File: src/rtl/sched_pkg.sv
// Shared constants and types for the dual-issue scheduler and its per-slot decoder.
package sched_pkg;

    localparam int REG_W  = 5;
    localparam int PC_W   = 6;
    localparam int INST_W = 32;

    localparam logic [5:0] OP_SPECIAL = 6'h00;
    localparam logic [5:0] OP_J       = 6'h02;
    localparam logic [5:0] OP_JAL     = 6'h03;
    localparam logic [5:0] OP_BEQ     = 6'h04;
    localparam logic [5:0] OP_BNE     = 6'h05;
    localparam logic [5:0] OP_LW      = 6'h23;
    localparam logic [5:0] OP_SW      = 6'h2B;
    localparam logic [5:0] FUNCT_JR   = 6'h08;

    localparam logic [REG_W-1:0] REG_LINK = 5'd31;

    typedef enum logic [1:0] {
        ST_EMPTY  = 2'd0,
        ST_FULL   = 2'd1,
        ST_SECOND = 2'd2
    } sched_state_e;

endpackage

File: src/rtl/sched_decode.sv
// Combinational per-slot decode: destination register, source usage and instruction class.
module sched_decode
    import sched_pkg::*;
(
    input  logic [INST_W-1:0] i_inst,
    output logic [REG_W-1:0]  o_dest,
    output logic              o_dest_valid,
    output logic              o_reads_rs,
    output logic              o_reads_rt,
    output logic              o_is_mem,
    output logic              o_is_ctrl
);

    logic [5:0]       w_op;
    logic [5:0]       w_funct;
    logic [REG_W-1:0] w_rt;
    logic [REG_W-1:0] w_rd;
    logic             w_unused_shamt;

    assign w_op           = i_inst[31:26];
    assign w_funct        = i_inst[5:0];
    assign w_rt           = i_inst[20:16];
    assign w_rd           = i_inst[15:11];
    assign w_unused_shamt = ^i_inst[10:6];

    always_comb begin
        o_dest       = w_rt;
        o_dest_valid = 1'b1;
        o_reads_rs   = 1'b1;
        o_reads_rt   = 1'b0;
        o_is_mem     = 1'b0;
        o_is_ctrl    = 1'b0;
        case (w_op)
            OP_SPECIAL: begin
                if (w_funct == FUNCT_JR) begin
                    o_dest_valid = 1'b0;
                    o_is_ctrl    = 1'b1;
                end else begin
                    o_dest     = w_rd;
                    o_reads_rt = 1'b1;
                end
            end
            OP_JAL: begin
                o_dest     = REG_LINK;
                o_reads_rs = 1'b0;
                o_is_ctrl  = 1'b1;
            end
            OP_J: begin
                o_dest_valid = 1'b0;
                o_reads_rs   = 1'b0;
                o_is_ctrl    = 1'b1;
            end
            OP_BEQ, OP_BNE: begin
                o_dest_valid = 1'b0;
                o_reads_rt   = 1'b1;
                o_is_ctrl    = 1'b1;
            end
            OP_SW: begin
                o_dest_valid = 1'b0;
                o_reads_rt   = 1'b1;
                o_is_mem     = 1'b1;
            end
            OP_LW: begin
                o_is_mem = 1'b1;
            end
            default: ;
        endcase
    end

endmodule

File: src/rtl/dual_issue_scheduler.sv
// Two-slot in-order issue scheduler with pair hazard detection.
// Optional performance counters are enabled with macro SCHED_PERF_CNT_EN.
//
// state     | meaning
// ST_EMPTY  | no pair buffered
// ST_FULL   | pair buffered, both instructions pending
// ST_SECOND | only the younger instruction pending
module dual_issue_scheduler
    import sched_pkg::*;
(
    input  logic              clk,
    input  logic              reset,
    input  logic              fetch_valid,
    output logic              fetch_ready,
    input  logic [INST_W-1:0] fetch_inst0,
    input  logic [INST_W-1:0] fetch_inst1,
    input  logic [PC_W-1:0]   fetch_pc,
    input  logic              flush,
    input  logic              stall_in,
    output logic              issue0_valid,
    output logic [INST_W-1:0] issue0_inst,
    output logic [PC_W-1:0]   issue0_pc,
    output logic              issue1_valid,
    output logic [INST_W-1:0] issue1_inst,
`ifdef SCHED_PERF_CNT_EN
    output logic [PC_W-1:0]   issue1_pc,
    output logic [15:0]       dual_cnt,
    output logic [15:0]       split_cnt
`else
    output logic [PC_W-1:0]   issue1_pc
`endif
);

    sched_state_e      r_state;
    sched_state_e      w_state_nxt;
    logic [INST_W-1:0] r_inst0;
    logic [INST_W-1:0] r_inst1;
    logic [PC_W-1:0]   r_pc;
    logic [PC_W-1:0]   w_pc1;

    logic [REG_W-1:0]  w_dest0, w_dest1;
    logic              w_dv0, w_dv1;
    logic              w_rs0, w_rs1;
    logic              w_rt0, w_rt1;
    logic              w_mem0, w_mem1;
    logic              w_ctrl0, w_ctrl1;
    logic              w_raw, w_waw, w_conflict;
    logic              w_accept;
    logic              w_unused_dec;

    sched_decode u_dec0 (
        .i_inst       (r_inst0),
        .o_dest       (w_dest0),
        .o_dest_valid (w_dv0),
        .o_reads_rs   (w_rs0),
        .o_reads_rt   (w_rt0),
        .o_is_mem     (w_mem0),
        .o_is_ctrl    (w_ctrl0)
    );

    sched_decode u_dec1 (
        .i_inst       (r_inst1),
        .o_dest       (w_dest1),
        .o_dest_valid (w_dv1),
        .o_reads_rs   (w_rs1),
        .o_reads_rt   (w_rt1),
        .o_is_mem     (w_mem1),
        .o_is_ctrl    (w_ctrl1)
    );

    // Only the younger slot's sources and the older slot's class matter for pairing.
    assign w_unused_dec = w_rs0 ^ w_rt0 ^ w_ctrl1;

    assign w_pc1 = r_pc + PC_W'(1);

    assign w_raw = w_dv0 && (w_dest0 != '0) &&
                   ((w_rs1 && (r_inst1[25:21] == w_dest0)) ||
                    (w_rt1 && (r_inst1[20:16] == w_dest0)));
    assign w_waw = w_dv0 && w_dv1 && (w_dest0 != '0) && (w_dest0 == w_dest1);
    assign w_conflict = w_raw || w_waw || (w_mem0 && w_mem1) || w_ctrl0;

    assign fetch_ready = !flush && !reset &&
                         ((r_state == ST_EMPTY) ||
                          ((r_state == ST_FULL) && !w_conflict && !stall_in) ||
                          ((r_state == ST_SECOND) && !stall_in));
    assign w_accept = fetch_valid && fetch_ready;

    always_ff @(posedge clk) begin
        if (reset) begin
            r_state <= ST_EMPTY;
        end else begin
            r_state <= w_state_nxt;
        end
    end

    always_comb begin
        w_state_nxt = r_state;
        if (flush) begin
            w_state_nxt = ST_EMPTY;
        end else begin
            case (r_state)
                ST_EMPTY: begin
                    if (w_accept) w_state_nxt = ST_FULL;
                end
                ST_FULL: begin
                    if (!stall_in) begin
                        if (w_conflict)    w_state_nxt = ST_SECOND;
                        else if (w_accept) w_state_nxt = ST_FULL;
                        else               w_state_nxt = ST_EMPTY;
                    end
                end
                ST_SECOND: begin
                    if (!stall_in) w_state_nxt = w_accept ? ST_FULL : ST_EMPTY;
                end
                default: w_state_nxt = ST_EMPTY;
            endcase
        end
    end

    always_comb begin
        issue0_valid = 1'b0;
        issue0_inst  = '0;
        issue0_pc    = '0;
        issue1_valid = 1'b0;
        issue1_inst  = '0;
        issue1_pc    = '0;
        case (r_state)
            ST_FULL: begin
                issue0_valid = 1'b1;
                issue0_inst  = r_inst0;
                issue0_pc    = r_pc;
                issue1_valid = !w_conflict;
                issue1_inst  = r_inst1;
                issue1_pc    = w_pc1;
            end
            ST_SECOND: begin
                issue0_valid = 1'b1;
                issue0_inst  = r_inst1;
                issue0_pc    = w_pc1;
            end
            default: ;
        endcase
    end

    always_ff @(posedge clk) begin
        if (reset) begin
            r_inst0 <= '0;
            r_inst1 <= '0;
            r_pc    <= '0;
        end else if (w_accept) begin
            r_inst0 <= fetch_inst0;
            r_inst1 <= fetch_inst1;
            r_pc    <= fetch_pc;
        end
    end

`ifdef SCHED_PERF_CNT_EN
    logic w_dual_retire;
    logic w_split;

    assign w_dual_retire = (r_state == ST_FULL) && !w_conflict && !stall_in && !flush;
    assign w_split       = (r_state == ST_FULL) && (w_state_nxt == ST_SECOND);

    always_ff @(posedge clk) begin
        if (reset) begin
            dual_cnt  <= '0;
            split_cnt <= '0;
        end else begin
            if (w_dual_retire && (dual_cnt != 16'hFFFF))  dual_cnt  <= dual_cnt + 16'd1;
            if (w_split && (split_cnt != 16'hFFFF))       split_cnt <= split_cnt + 16'd1;
        end
    end
`endif

endmodule

File: config.mk
export PLATFORM = sky130hd
export DESIGN_NAME = dual_issue_scheduler
export DESIGN_NICKNAME = d
export VERILOG_FILES = /design/src/rtl/sched_pkg.sv /design/src/rtl/sched_decode.sv /design/src/rtl/dual_issue_scheduler.sv
export SDC_FILE = /design/constraint.sdc
export NUM_CORES = 1
export LEC_CHECK = 0
export CAP_MARGIN = 20
export CORE_MARGIN = 10
export CORE_UTILIZATION = 30
export CTS_CLUSTER_DIAMETER = 60
export DETAILED_ROUTE_END_ITERATION = 10
export MAX_ROUTING_LAYER = met4
export PLACE_DENSITY_LB_ADDON = 0.15
export SYNTH_ARGS = -nofsm -noshare
export SYNTH_HDL_FRONTEND = slang
export SYNTH_SLANG_ARGS = --single-unit
File: constraint.sdc
create_clock -name clk -period 3.75 [get_ports clk]
set_input_delay 0.75 -clock clk [delete_from_list [all_inputs] [get_ports clk]]
set_output_delay 0.75 -clock clk [all_outputs]
set_load 0.05 [all_outputs]
==> results of run 1 <==
[worst max path at each step]
stage | to | cells after the start
after CTS | issue1_valid | 9
after detailed placement | issue1_valid | 9
after global placement | issue1_valid | 10
after floorplan | fetch_ready | 9
final | issue1_valid | 9
after global routing | issue1_valid | 9
[area by class of cell]
class	count	area share
timing repair buffer	207	0.2787
inverter	6	0.003177
clock inverter	7	0.01006
sequential	72	0.2035
clock buffer	9	0.03177
tap	211	0.03724
multi-input combinational	478	0.4356
[state kept, by name, indices dropped and copies added, names as in the netlist]
register and count:
r_inst0 32, r_inst1 32, r_pc 6, r_state 2
[critical path: cells and delay by family, from the launching register on]
kind	cells	cell delay, ns
buffers and inverters	1	0.14
flip-flops	1	0.31
AND/OR/NAND/NOR	5	1.38
AO/OA/AOI/OAI	3	0.96
[layer usage]
| metal | wire (µm) | track usage | vias up |
|---|---|---|---|
| li1 | - | - | 2574 |
| met1 | 8744 | 0.2149 | 2550 |
| met2 | 9795 | 0.3069 | 141 |
| met3 | 777 | 0.04036 | 18 |
| met4 | 227 | 0.03933 | 0 |
| met5 | 0 | - | - |
[through the flow]
| stage | util | instances | cell area [µm²] | worst slack (ns) | hold slack, ns |
|---|---|---|---|---|---|
| after floorplan | - | 618 | 4698 | -0.04487 | 0.4536 |
| after global placement | 0.4323 | 969 | 6596 | -0.2773 | 0.4655 |
| after detailed placement | 0.4323 | 969 | 6596 | -0.08372 | 0.4659 |
| after CTS | 0.4629 | 989 | 7063 | -0.1233 | 0.4744 |
| after global routing | 0.4646 | 990 | 7089 | -0.2009 | 0.4970 |
| final | 0.4646 | 990 | 7089 | -0.1269 | 0.4754 |
[cell usage in the layout (no fill, tap or decap), types with 12 or more instances in the layout]
cell type and instances:
a21oi_1 78, a22oi_1 33, and2_1 35, buf_4 50
clkdlybuf4s50_1 150, dfxtp_1 71, nand2_1 12, nand3_1 75
nor2_1 15, nor2b_1 39, o21ai_0 73
[where the power goes]
group | switching, W | total (W) | internal (W)
clock network | 0.000362 | 0.000877 | 0.000515
logic | 0.000271 | 0.000533 | 0.000261
registers | 0.0000293 | 0.000820 | 0.000791
total | 0.000663 | 0.00223 | 0.00157
[cells by family after synthesis]
group	Yosys count
compound gates	219
xor+xnor	18
fa+ha+maj	5
buf+inv	68
flops	72
mux	1
simple gates	235
[repair_timing]
item                       4_1_cts  5_1_grt
gates resized for setup         27        2
setup buffers                    6        1
setup endpoints to repair       26        4
pin swaps                       15        6
==> results.toml, run 1 <==
[timing]
fmax_mhz = 257.9
setup_tns_ns = -0.1909
fin_crit_sh = 1.034
setup_viol = 2
min_period_ns = 3.877
rsz0062_at_grt = "yes"
tightest_slew_ns = 0.6464
hold_viol_final = 0
setup_ws_ns = -0.1269
skew_ns = 0.007719
relSlewSlack = 0.5691
slew_viol_final = 0

[synthesis]
yosysSeqAreaShare = 0.3077
synthCells = 618
ys_ff_latch = 72
ys_types = 55
syn_nets = 698
yosysTopAreaCell = "dfxtp_1"
yosysMostFrequentCell = "a21oi_1"
synthMuxAreaShare = 0.002404
synth_fa_ha_area_frac = 0.01335
syn_avg_cell_area_um2 = 7.580
synth_top_family_by_area = "simple AND/OR/NAND/NOR gates"
async_reset_ff_frac = 0
yosys_most_used_dff = "dfxtp_1"
syn-cell-area_um2 = 4684
synth_edf_count = 0
synthXorXnorAreaFrac = 0.03365
synth_top_cell_area_share = 0.3077
ys_warn_count = 0
ys_top_cells_by_count = "a21oi_1 (78), nand3_1 (75), o21ai_0 (73)"
synth.area.top_cells = "dfxtp_1 (31%), a21oi_1 (8.3%), nand3_1 (8.0%), o21ai_0 (7.8%), a22oi_1 (5.3%)"
synth-compound-area-share = 0.2834
yosys.area_share.simple = 0.2903

[cells_and_area]
multiInputGateArea_um2 = 3088
layout-drive-gt1-share = 0.1361
seq_area_um2 = 1443
nets = 854
area_growth_pct = 51.34
fillers = 1527
num_antenna_cells = 0

[floorplan]
start_util = 0.3070
dieHeight_um = 145.0
dieArea_um2 = 21010
core_area_um2 = 15260
fp-row-count = 45
io_pins = 154
die_w_um = 145.0

[setup_path]
rrSetupSlack_ns = 0.26
arrival_ns = 3.13
slowest_delay_ns = 0.62
reg2reg_from = "r_inst0[28]"
r2r-end = "r_inst0[23]"
required_ns = 3.00
end_kind = "output port"
path_cells = "or4_4 -> a2111oi_4 -> nor3_4 -> a2111o_1 -> nand4_1 -> o22ai_2 -> or3b_4 -> nor2_4 -> buf_12"
cp-startpoint = "r_inst0[28]"
slowest_stage = "or4_4"
worstSetupPathType = "reg -> out"
start_kind = "flip-flop"
worstRegToRegCells = 12
cp_max_fo = 6

[global_routing]
grt_pass1_vias = 5332
antenna_found_initial = 0
grt_overflow_total = 0
grtUsageTotal = 0.1813
grt_pass1_wl_um = 30400
grt_max_degree = 71

[power_and_ir_drop]
p_per_area_nw_per_um2 = 314.6
total_leakage_power_nw = 2.297
ir_drop_mv = 0.2842
finalPower_w = 0.002230

[route]
drc = 0
routed_via_density = 5.336
wl_um = 19550
dr.pass1.iters = 5
postRouteAntennaNets = 0
vias = 5283
wl_per_cell_um = 19.74
drt_iter0_drc = 385

[placement]
port_buffers = 153
gp_congestion = 0.8696
dp_hpwl_um = 14280

[cts]
cts_tree = "built"
cts_hold_buf = 0
clock-sinks = 72
numCtsBuffers = 9
clk_path_buf_depth = 2
clk_pin_slew_worst_paths_ns = 0.06
clk_latency_ns = 0.34
cts_root_buffer = "clkbuf_16"
htree_levels = 3

[status]
status = "finished, violations left"
violations = "setup timing"

[hold_path]
min-delay-start = "r_inst0[6]"
hold_depth = 2
hp-class = "reg -> reg"
hold_end = "r_inst0[6]"

[job]
drv_cap = 0
No activity file was read; power rests on OpenSTA's default activity.
==> run 2, diff against run 1 <==
Settings changed: SYNTH_HIERARCHICAL set to 1.
==> results.toml, run 2 <==
[floorplan]
dieHeight_um = 151.6
start_util = 0.3036
io_pins = 154
die_w_um = 151.6
core_area_um2 = 17120
fp-row-count = 48
dieArea_um2 = 22990

[cts]
numCtsBuffers = 9
clock-sinks = 72
htree_levels = 3
clk_latency_ns = 0.34
clk_path_buf_depth = 2
clk_pin_slew_worst_paths_ns = 0.06
cts_tree = "built"
cts_root_buffer = "clkbuf_16"

[route]
wl_um = 18040
routed_via_density = 4.985
vias = 4855
drt_iter0_drc = 245
wl_per_cell_um = 18.52
dr.pass1.iters = 5
postRouteAntennaNets = 0
drc = 0

[global_routing]
grt_overflow_total = 0
grt_pass1_wl_um = 27890
grt_pass1_vias = 5020
grt_max_degree = 72
antenna_found_initial = 0
grtUsageTotal = 0.1587

[timing]
relSlewSlack = 0.6290
rsz0062_at_grt = "yes"
fmax_mhz = 265.9
skew_ns = 0.008919
setup_viol = 1
min_period_ns = 3.760
setup_tns_ns = -0.01035
tightest_slew_ns = 0.5566
setup_ws_ns = -0.01035
hold_viol_final = 0
slew_viol_final = 0
fin_crit_sh = 1.003

[synthesis]
synthCells = 608
syn-cell-area_um2 = 5196
syn_avg_cell_area_um2 = 8.546
syn_nets = 688
ys_warn_count = 6

[power_and_ir_drop]
finalPower_w = 0.002245
total_leakage_power_nw = 2.991
p_per_area_nw_per_um2 = 304.0
ir_drop_mv = 0.2199

[placement]
gp_congestion = 0.9016
post_dp_cell_area_um2 = 6873
dp_hpwl_um = 13450
port_buffers = 153

[cells_and_area]
mostFrequentLayoutCell = "nand2b_1"
layout-drive-gt1-share = 0.1362
fillers = 1745
area_growth_pct = 42.11
design_area_um2 = 7385
layout_common_cells = "nand2b_1 (145), clkdlybuf4s50_1 (130), mux2i_1 (70), dfxtp_1 (70), buf_4 (40)"
largestRegisters = "r_inst0 (32), r_inst1 (32), r_pc (6)"
nets = 824
num_antenna_cells = 0

[hold_path]
hp-class = "reg -> reg"

[setup_path]
end_kind = "output port"
worstSetupPathType = "reg -> out"
cp_max_fo = 7
arrival_ns = 3.01
start_kind = "flip-flop"
required_ns = 3.00

[status]
status = "finished, violations left"
violations = "setup timing"

[job]
drv_cap = 0
[run 2: area by class of cell]
cell class,instances,area (µm²),share of cell area
clock buffer,9,225.2,0.03050
clock inverter,7,72.57,0.009827
inverter,4,15.01,0.002033
multi-input combinational,481,3633,0.4920
sequential,72,1444,0.1955
tap,225,281.5,0.03812
timing repair buffer,176,1713,0.2320
[run 2: what timing repair did]
item                                    in CTS  in global routing
hold buffers                                 0                  0
endpoints found under the setup margin       2                  2
setup buffers                                1                  1
pin swaps                                    8                  7
gates resized for setup                     17                 20
[run 2: worst paths after layout]
kind               startpoint          end  slack (ns)  cells past startpoint
setup / recovery  r_inst0[31]  fetch_ready       -0.01                      9
hold / removal     r_inst0[8]   r_inst0[8]        0.48                      2
setup reg to reg  r_inst0[31]  r_inst1[31]        0.57                     10
hold reg to reg    r_inst0[8]   r_inst0[8]        0.48                      2
[run 2: layer usage]
layer	part of all wire	routed length [µm]	global-route usage	vias to the layer above
met1	0.45	8046	0.1957	2291
met4	0.019	347	0.04909	0
met2	0.49	8813	0.2550	158
met5	0	0	-	-
li1	-	-	-	2378
met3	0.046	835	0.03386	28
[run 2: critical path, cell delays in order, from the launching register on]
cell and delay [ns]:
dfxtp_2 0.35, or4_4 0.64, a211oi_4 0.24, nor3_2 0.12, or4_4 0.56, o21ai_4 0.15, a31oi_1 0.11, nor2_2 0.12
o31a_1 0.22, buf_12 0.15
[run 2: metrics by stage]
step                utilization  worst slack, ns  instances  hold WS, ns
floorplan                     -           0.2548        608       0.4516
global placement         0.4015           0.1184        956       0.4615
detailed placement       0.4015          0.07058        956       0.4691
CTS                      0.4246         -0.04177        973       0.4856
global route             0.4314          -0.1218        974       0.5111
finish                   0.4314         -0.01035        974       0.4793
[run 2: where the power goes]
group          internal (W)  switching (W)  total (W)
registers          0.000793      0.0000379   0.000831
clock network      0.000514       0.000345   0.000859
logic              0.000282       0.000273   0.000555
